===== src/rtl/keypad_pkg.sv =====
// Shared types and constants for the 4x4 hex keypad scanner.
package keypad_pkg;

  typedef logic [1:0] state_t;

  localparam state_t SCAN     = 2'd0;
  localparam state_t DEBOUNCE = 2'd1;
  localparam state_t PRESSED  = 2'd2;

  localparam logic [3:0] COL_RESET = 4'b1110;

  // Indexed by {row, col}; row 3 reads E 0 F D on the physical keypad.
  localparam logic [3:0] KEY_MAP [0:15] = '{
    4'h1, 4'h2, 4'h3, 4'hA,
    4'h4, 4'h5, 4'h6, 4'hB,
    4'h7, 4'h8, 4'h9, 4'hC,
    4'hE, 4'h0, 4'hF, 4'hD
  };

  function automatic logic [3:0] col_drive(input logic [1:0] idx);
    return ~(4'b0001 << idx);
  endfunction

endpackage


===== src/rtl/sync_2ff.sv =====
// Two-flop synchronizer for asynchronous level inputs; resets to all-ones (idle rows).
module sync_2ff #(
  parameter int unsigned WIDTH = 4
) (
  input  logic             clk,
  input  logic             reset_n,
  input  logic [WIDTH-1:0] d,
  output logic [WIDTH-1:0] q
);

  logic [WIDTH-1:0] meta_q;
  logic [WIDTH-1:0] sync_q;

  always_ff @(posedge clk or negedge reset_n) begin
    if (!reset_n) begin
      meta_q <= '1;
      sync_q <= '1;
    end else begin
      meta_q <= d;
      sync_q <= meta_q;
    end
  end

  assign q = sync_q;

endmodule


===== src/rtl/keypad_scanner.sv =====
// 4x4 hex keypad scanner: column scan, debounce, key code with one-cycle valid strobe.
module keypad_scanner
  import keypad_pkg::*;
#(
  parameter int unsigned SCAN_DIV       = 10000,
  parameter int unsigned DEBOUNCE_SCANS = 8
) (
  input  logic       clk,
  input  logic       reset_n,
  input  logic [3:0] row,
  output logic [3:0] col,
  output logic [3:0] key,
  output logic       key_valid,
  output logic       key_held
);

  localparam int unsigned PW = (SCAN_DIV > 1) ? $clog2(SCAN_DIV) : 1;
  localparam int unsigned CW = $clog2(DEBOUNCE_SCANS + 1);

  logic [3:0]    row_sync;
  logic [PW-1:0] presc_q;
  logic          tick;
  state_t        state_q, state_d;
  logic [1:0]    col_idx_q, col_idx_d;
  logic [3:0]    col_q;
  logic [CW-1:0] cnt_q, cnt_d, cnt_inc;
  logic          cnt_done;
  logic [3:0]    cand_q, cand_d;
  logic [3:0]    key_q, key_d;
  logic          valid_q, valid_d;
  logic          held_q, held_d;
  logic          press;
  logic [1:0]    row_idx;
  logic [3:0]    code;

  sync_2ff #(
    .WIDTH(4)
  ) u_row_sync (
    .clk    (clk),
    .reset_n(reset_n),
    .d      (row),
    .q      (row_sync)
  );

  assign tick = (presc_q == PW'(SCAN_DIV - 1));

  always_ff @(posedge clk or negedge reset_n) begin
    if (!reset_n) begin
      presc_q <= '0;
    end else if (tick) begin
      presc_q <= '0;
    end else begin
      presc_q <= presc_q + 1'b1;
    end
  end

  // Lowest active row wins when several rows are pulled low together.
  always_comb begin
    row_idx = 2'd0;
    for (int r = 3; r >= 0; r--) begin
      if (!row_sync[r]) row_idx = 2'(r);
    end
  end

  assign press    = (row_sync != 4'hF);
  assign code     = KEY_MAP[{row_idx, col_idx_q}];
  assign cnt_inc  = (cnt_q == CW'(DEBOUNCE_SCANS)) ? cnt_q : cnt_q + 1'b1;
  assign cnt_done = (cnt_inc == CW'(DEBOUNCE_SCANS));

  always_comb begin
    state_d   = state_q;
    col_idx_d = col_idx_q;
    cnt_d     = cnt_q;
    cand_d    = cand_q;
    key_d     = key_q;
    valid_d   = 1'b0;
    held_d    = held_q;
    if (tick) begin
      case (state_q)
        SCAN: begin
          if (press) begin
            cand_d  = code;
            cnt_d   = CW'(1);
            state_d = DEBOUNCE;
          end else begin
            col_idx_d = col_idx_q + 2'd1;
          end
        end
        DEBOUNCE: begin
          if (press && (code == cand_q)) begin
            if (cnt_done) begin
              key_d   = cand_q;
              valid_d = 1'b1;
              held_d  = 1'b1;
              cnt_d   = '0;
              state_d = PRESSED;
            end else begin
              cnt_d = cnt_inc;
            end
          end else begin
            cnt_d     = '0;
            col_idx_d = col_idx_q + 2'd1;
            state_d   = SCAN;
          end
        end
        PRESSED: begin
          if (press) begin
            cnt_d = '0;
          end else if (cnt_done) begin
            held_d    = 1'b0;
            cnt_d     = '0;
            col_idx_d = col_idx_q + 2'd1;
            state_d   = SCAN;
          end else begin
            cnt_d = cnt_inc;
          end
        end
        default: begin
          cnt_d   = '0;
          state_d = SCAN;
        end
      endcase
    end
  end

  always_ff @(posedge clk or negedge reset_n) begin
    if (!reset_n) begin
      state_q   <= SCAN;
      col_idx_q <= 2'd0;
      col_q     <= COL_RESET;
      cnt_q     <= '0;
      cand_q    <= 4'h0;
      key_q     <= 4'h0;
      valid_q   <= 1'b0;
      held_q    <= 1'b0;
    end else begin
      state_q   <= state_d;
      col_idx_q <= col_idx_d;
      col_q     <= col_drive(col_idx_d);
      cnt_q     <= cnt_d;
      cand_q    <= cand_d;
      key_q     <= key_d;
      valid_q   <= valid_d;
      held_q    <= held_d;
    end
  end

  assign col       = col_q;
  assign key       = key_q;
  assign key_valid = valid_q;
  assign key_held  = held_q;

endmodule


===== config.mk =====
export PLATFORM = sky130hd
export DESIGN_NAME = keypad_scanner
export DESIGN_NICKNAME = d
export VERILOG_FILES = /design/src/rtl/keypad_pkg.sv /design/src/rtl/sync_2ff.sv /design/src/rtl/keypad_scanner.sv
export SDC_FILE = /design/constraint.sdc
export NUM_CORES = 1
export LEC_CHECK = 0
export ABC_AREA = 1
export CAP_MARGIN = 20
export CORE_ASPECT_RATIO = 0.6
export CORE_MARGIN = 4
export CORE_UTILIZATION = 25
export CTS_CLUSTER_DIAMETER = 200
export DETAILED_ROUTE_END_ITERATION = 12
export PLACE_DENSITY_LB_ADDON = 0.2
export SLEW_MARGIN = 10
export SYNTH_ARGS = -nofsm -noshare
export SYNTH_HDL_FRONTEND = slang
export SYNTH_SLANG_ARGS = --single-unit

===== constraint.sdc =====
create_clock -name clk -period 2.5 [get_ports clk]
set_input_delay 0.25 -clock clk [delete_from_list [all_inputs] [get_ports clk]]
set_output_delay 0.25 -clock clk [all_outputs]
set_load 0.1 [all_outputs]

[Word level (Yosys, flattened, before mapping)]
Memory sizes are Yosys's and may differ from the RTL's.
Index checks and enable logic that the tools add are counted.
Cells by class
  add/sub/neg operators: 3
  multiply operators: 0
  divide/modulo/power cells: 0
  $lt $le $gt $ge: 1
  equality and inequality tests: 13
  shift-type cells: 1
  muxes and demuxes: 34
  bitwise gates (word level): 2
  reduce and logical (&&, ||, !) cells: 8
Operators with widths (count)
  2-to-1 mux 2 bit: 14
  2-to-1 mux 4 bit: 7
  adder 14 x 1 -> 14 bit (second input constant): 1
  equality test 14 bit (second input constant): 1
  2-to-1 mux 14 bit: 1
  case mux 2 bit (3 select lines): 2
  case mux 4 bit (3 select lines): 1
  != test 2 bit (second input constant): 5
  equality test 4 bit (second input constant): 2
  2-to-1 mux 1 bit: 8
  AND reduction 6 bit: 1
  >= comparator 5 bit (second input constant): 1
  NOT 4 -> 5 bit: 1
  AND reduction 5 bit: 1
  adder 4 x 1 -> 4 bit (second input constant): 1
  equality test 4 bit: 1
  != test 4 bit (second input constant): 1
  NOT 4 bit: 1
  AND reduction 4 bit: 1
  << shifter 1 x 2 -> 4 bit (first input constant): 1
  != test 3 bit (second input constant): 1
  AND reduction 3 bit: 1
  adder 2 x 1 -> 2 bit (second input constant): 1
  equality test 2 x 1 -> 1 bit (second input constant): 1
  6 further kinds: 6
Word-level totals
  register bits: 44
  bits in latches: 0
  bits in writable memories: 0
  bits in read-only memories: 64
  bits of input ports: 6
  output and inout port bits: 10
  memories kept: 1
Memory list
  (no name shown): words 16, bits a word 4, read ports 1, clocked after Yosys merged registers in 0, write ports 0, line keypad_scanner.sv:66  | assign code = KEY_MAP[{row_idx, col_idx_q}];

[Logic depth before layout (Yosys ltp)]
  word-level depth: 15
  mapped depth: 17

[Cells and area by module]
From an unflattened synthesis, not the netlist that was laid out.
Second synthesis, totals
  cell total of the unflattened synthesis: 267
  area total of the unflattened synthesis: 2262.2 um^2
By module, submodules not included
  keypad_scanner: instances 1, cells each 259, area an instance 2052.0 um^2, sequential area each 904.6 um^2
  sync_2ff: instances 1, cells each 8, area an instance 210.2 um^2, sequential area each 210.2 um^2

[Least setup slack after synthesis]
No wires, ideal clock.
  path type: reg-to-reg
  from: register col_idx_q[0]
  to: register key_q[0], in the netlist key[0]
  library setup time: 0.125 ns
  arrival time: 1.671 ns
  required time: 2.375 ns
  setup slack: 0.704 ns
  cell stages (with the launch flop): 13
  buffers on the path: 0
  clock period less this slack: 1.796 ns
  cell sequence: dfrtp_1 inv_1 ha_1 nand2_1 nand3_1 nand3_1 nand2_1 nor2_2 nand4_2 inv_2 nand2_4 nand2_1 o21ai_1
Between the ends
  longest elaborated chain between the ends: 7
RTL lines
  start: declaration: line keypad_scanner.sv:24  | logic [1:0] col_idx_q, col_idx_d;
  start signal: assignment: line keypad_scanner.sv:138  | col_idx_q <= col_idx_d;
  NOT 4 -> 5 bit (implied by the code): line keypad_scanner.sv:66
  memory read (16 x 4 bit)
  2-to-1 mux 4 bit (implied by the code) (2 in series): line keypad_scanner.sv:66
  equality test 4 bit: line keypad_scanner.sv:90  | if (press && (code == cand_q)) begin
  logical AND 1 bit: line keypad_scanner.sv:90
  AND reduction 4 bit (no source line)
  end signal: assignment: line keypad_scanner.sv:142  | key_q <= key_d;
  end: declaration: line keypad_scanner.sv:29  | logic [3:0] key_q, key_d;
Every way passes these cells. The select of a mux whose other input is x is not followed.
A chain may end at the register's enable or synchronous reset.

[Final worst setup path]
  from: register col_idx_q[0]
  to: register key_q[2], in the netlist key[2]
Same word-level chain as after synthesis.

==> impl_metrics.env <==
export IMPL_firstDrtPassIters=4
export IMPL_track_usage=0.0939
export IMPL_crit_top_cell="nand2_1"
export IMPL_synthesis_area_um2=2340
export IMPL_fin_nets=315
export IMPL_dr_total_vias=1727
export IMPL_vias_per_cell=3.99
export IMPL_die_area_um2=11000
export IMPL_gp_congestion=0.821
export IMPL_cts_root_buf="clkbuf_16"
export IMPL_power_density_nw_per_um2=526
export IMPL_fin_skew_ps=6.84
export IMPL_yosysWarnings=0
export IMPL_antenna_found_initial=0
export IMPL_core_area_um2=9160
export IMPL_cts_hold_buf=0
export IMPL_ys_seq_elements=44
export IMPL_crit_type="register to register"
export IMPL_rsz0062_at_grt="no"
export IMPL_area_delta_synth_final_pct=18.5
export IMPL_route_detailed_drc=0
export IMPL_rrSetupSlack_ps=420
export IMPL_p_leak_nw=1.35
export IMPL_drtAntennaViolNets=0
export IMPL_cts_tree="built"
export IMPL_yosysUniqueCellTypes=37
export IMPL_finalCriticalPeriod_ps=2080
export IMPL_cts_buffers=5
export IMPL_clk_pin_slew_ps=60
export IMPL_period_share=0.830
export IMPL_drt_iter0_drc=108
export IMPL_critPathArrivalTime_ps=2250
export IMPL_synthArstFlopShare=1.00
export IMPL_start_util=0.255
export IMPL_clkSinkCount=44
export IMPL_hpwl_um=3660
export IMPL_path_cells="inv_1 -> ha_1 -> nand2_1 -> nand3_1 -> nand3_1 -> nand2_1 -> nor2_2 -> nand4_2 -> inv_2 -> nand2_4 -> nand2_1 -> o21ai_1"
export IMPL_worstPathMaxFanout=8
export IMPL_synthTopCellsByArea="dfrtp_1 35%, dfstp_2 12%, nand2_1 9.3%"
export IMPL_synth_top_area_frac=0.353
export IMPL_grt_max_degree=37
export IMPL_synth_edf_count=0
export IMPL_routed_wl_um=4820
export IMPL_die_h_um=82.9
export IMPL_hold_viol_final=0
export IMPL_setup_violations=0
export IMPL_syn_nets=293
export IMPL_clock_latency_ps=290
export IMPL_cts_resized=0
export IMPL_h_tree_depth=2
export IMPL_crit_path_top_delay_cell="dfrtp_1"
export IMPL_maxCapViolCount=0
export IMPL_max_clock_path_buffers=2
export IMPL_cts_setup_buffers=0
export IMPL_required_ps=2670
export IMPL_rows=27
export IMPL_cpPeakStageDelay_ps=440
export IMPL_synth_area_leader_cell="dfrtp_1"
export IMPL_whs_ps=71.1
export IMPL_place_area_um2=2620
export IMPL_min_path_type="primary input to asynchronous set/reset pin"
export IMPL_cp_end_kind="register"
export IMPL_grt_pass1_vias=1645
export IMPL_reg2reg_from="col_idx_q[0]"
export IMPL_tightestPinTransition_ps=838
export IMPL_clock_fmax_mhz=482
export IMPL_grt_pass1_wl_um=8360
export IMPL_reg2reg_to="key[2]"
export IMPL_max_vdd_ir_drop_mv=0.267
export IMPL_wl_per_cell_um=11.1
export IMPL_portBuffers=15
export IMPL_relSlewSlack=0.441
export IMPL_io_pins=16
export IMPL_overflow=0
export IMPL_synth_avg_cell_area_um2=8.35
export IMPL_status="finished, final reports clean"
export IMPL_ys_flop_type="dfrtp_1"
export IMPL_die_w_um=133
export IMPL_cp_start_kind="register"
export IMPL_ys_seq_area_frac=0.477
export IMPL_design_area_um2=2770
export IMPL_drive_gt1_frac=0.211
export IMPL_finalSetupTns_ps=0
export IMPL_num_antenna_cells=0
export IMPL_maxSlewViolCount=0
export IMPL_r2r_worst_path_cells=12
export IMPL_netlist_instances=280
-- metrics by stage --
stage	setup slack, ps	total power, W	util	cells
6_report	425	0.00146	0.303	433
3_3_place_gp	391	0.000808	0.286	425
5_1_grt	179	0.00153	0.303	433
3_5_place_dp	422	0.000808	0.286	425
2_1_floorplan	704	0.000778	-	280
4_1_cts	405	0.00149	0.303	433
-- synth_stat cells (2+ instances only) --
cell type,n
nand2_1,58
inv_1,44
dfrtp_1,33
nor2_1,23
nand3_1,21
o21ai_0,12
dfstp_2,11
nand2_2,10
a21oi_1,9
ha_1,7
inv_2,6
nor3_1,6
nand4_1,4
o21ai_1,4
xor2_1,4
nand3_2,3
nor2_2,3
nand2_4,2
o22ai_1,2
-- cell type report --
| type | count | area [um2] |
|---|---|---|
| multi-input cells | 184 | 1020 |
| flip-flops and latches | 44 | 1110 |
| fillers | 980 | 6380 |
| clock buffers | 7 | 143 |
| repair buffers | 16 | 128 |
| clock inverters | 1 | 7.51 |
| inverters | 51 | 193 |
| well taps | 130 | 163 |
-- power by group --
part	internal, W	total (W)	leakage, nW	switching (W)
clock network	0.000398	0.000663	0.0701	0.000265
registers	0.000724	0.000729	0.562	0.00000510
logic	0.0000204	0.0000640	0.716	0.0000436
-- kinds of logic after synthesis --
| group | count (synthesis) | share of synthesized area |
|---|---|---|
| xor gates and xnor gates | 6 | 0.0257 |
| buffers and inverters | 52 | 0.0856 |
| AOI/OAI and AO/OA | 32 | 0.0765 |
| adders and majority gates | 7 | 0.0375 |
| and+or+nand+nor | 139 | 0.298 |
| DFF | 44 | 0.477 |
-- worst max path at each step --
stage                      start  endpoint  slack [ps]  cells after the start
global placement    col_idx_q[0]    key[3]         390                     12
global route        col_idx_q[0]    key[0]         180                     12
CTS                 col_idx_q[0]    key[2]         400                     12
detailed placement  col_idx_q[0]    key[2]         420                     12
floorplan           col_idx_q[0]    key[0]         700                     12
finish              col_idx_q[0]    key[2]         420                     12
-- placed cells by master, fill, tap and decap left out, types with 2 or more instances in the layout --
master / Yosys / routed
inv_2: 6 / 6
nand2_4: 2 / 2
nor2_1: 23 / 23
buf_4: 1 / 11
nand4_1: 4 / 4
nor2_2: 3 / 3
o22ai_1: 2 / 2
o21ai_1: 4 / 4
clkdlybuf4s50_1: 0 / 4
nand2_2: 10 / 10
xor2_1: 4 / 4
dfrtp_1: 33 / 33
o21ai_0: 12 / 12
nand3_2: 3 / 3
inv_1: 44 / 44
nand3_1: 21 / 21
dfstp_2: 11 / 11
a21oi_1: 9 / 9
nand2_1: 58 / 58
clkbuf_16: 0 / 5
nor3_1: 6 / 6
ha_1: 7 / 7
-- state kept, by name, indices dropped and copies added, names as in the netlist --
name,flops
col,4
key_valid,1
cand_q,4
u_row_sync.q,4
cnt_q,4
state_q,2
key,4
key_held,1
presc_q,14
u_row_sync.meta_q,4
col_idx_q,2
-- metal layers --
metal  track usage  part of all wire  vias to the layer above
met4        0.0198            0.0029                        0
met2         0.117              0.34                       26
met1         0.150              0.62                      768
met3        0.0333             0.040                        2
met5             0                 0                        -
li1              -                 -                      931
-- critical path: cells and delay by family (launching register included) --
kind	cells	cell delay [ps]
adder cells (fa/ha/maj)	1	340
AND/OR/NAND/NOR	8	820
flip-flops	1	440
AO/OA/AOI/OAI	1	60
buffers and inverters	2	310
No activity file was read; power rests on OpenSTA's default activity.
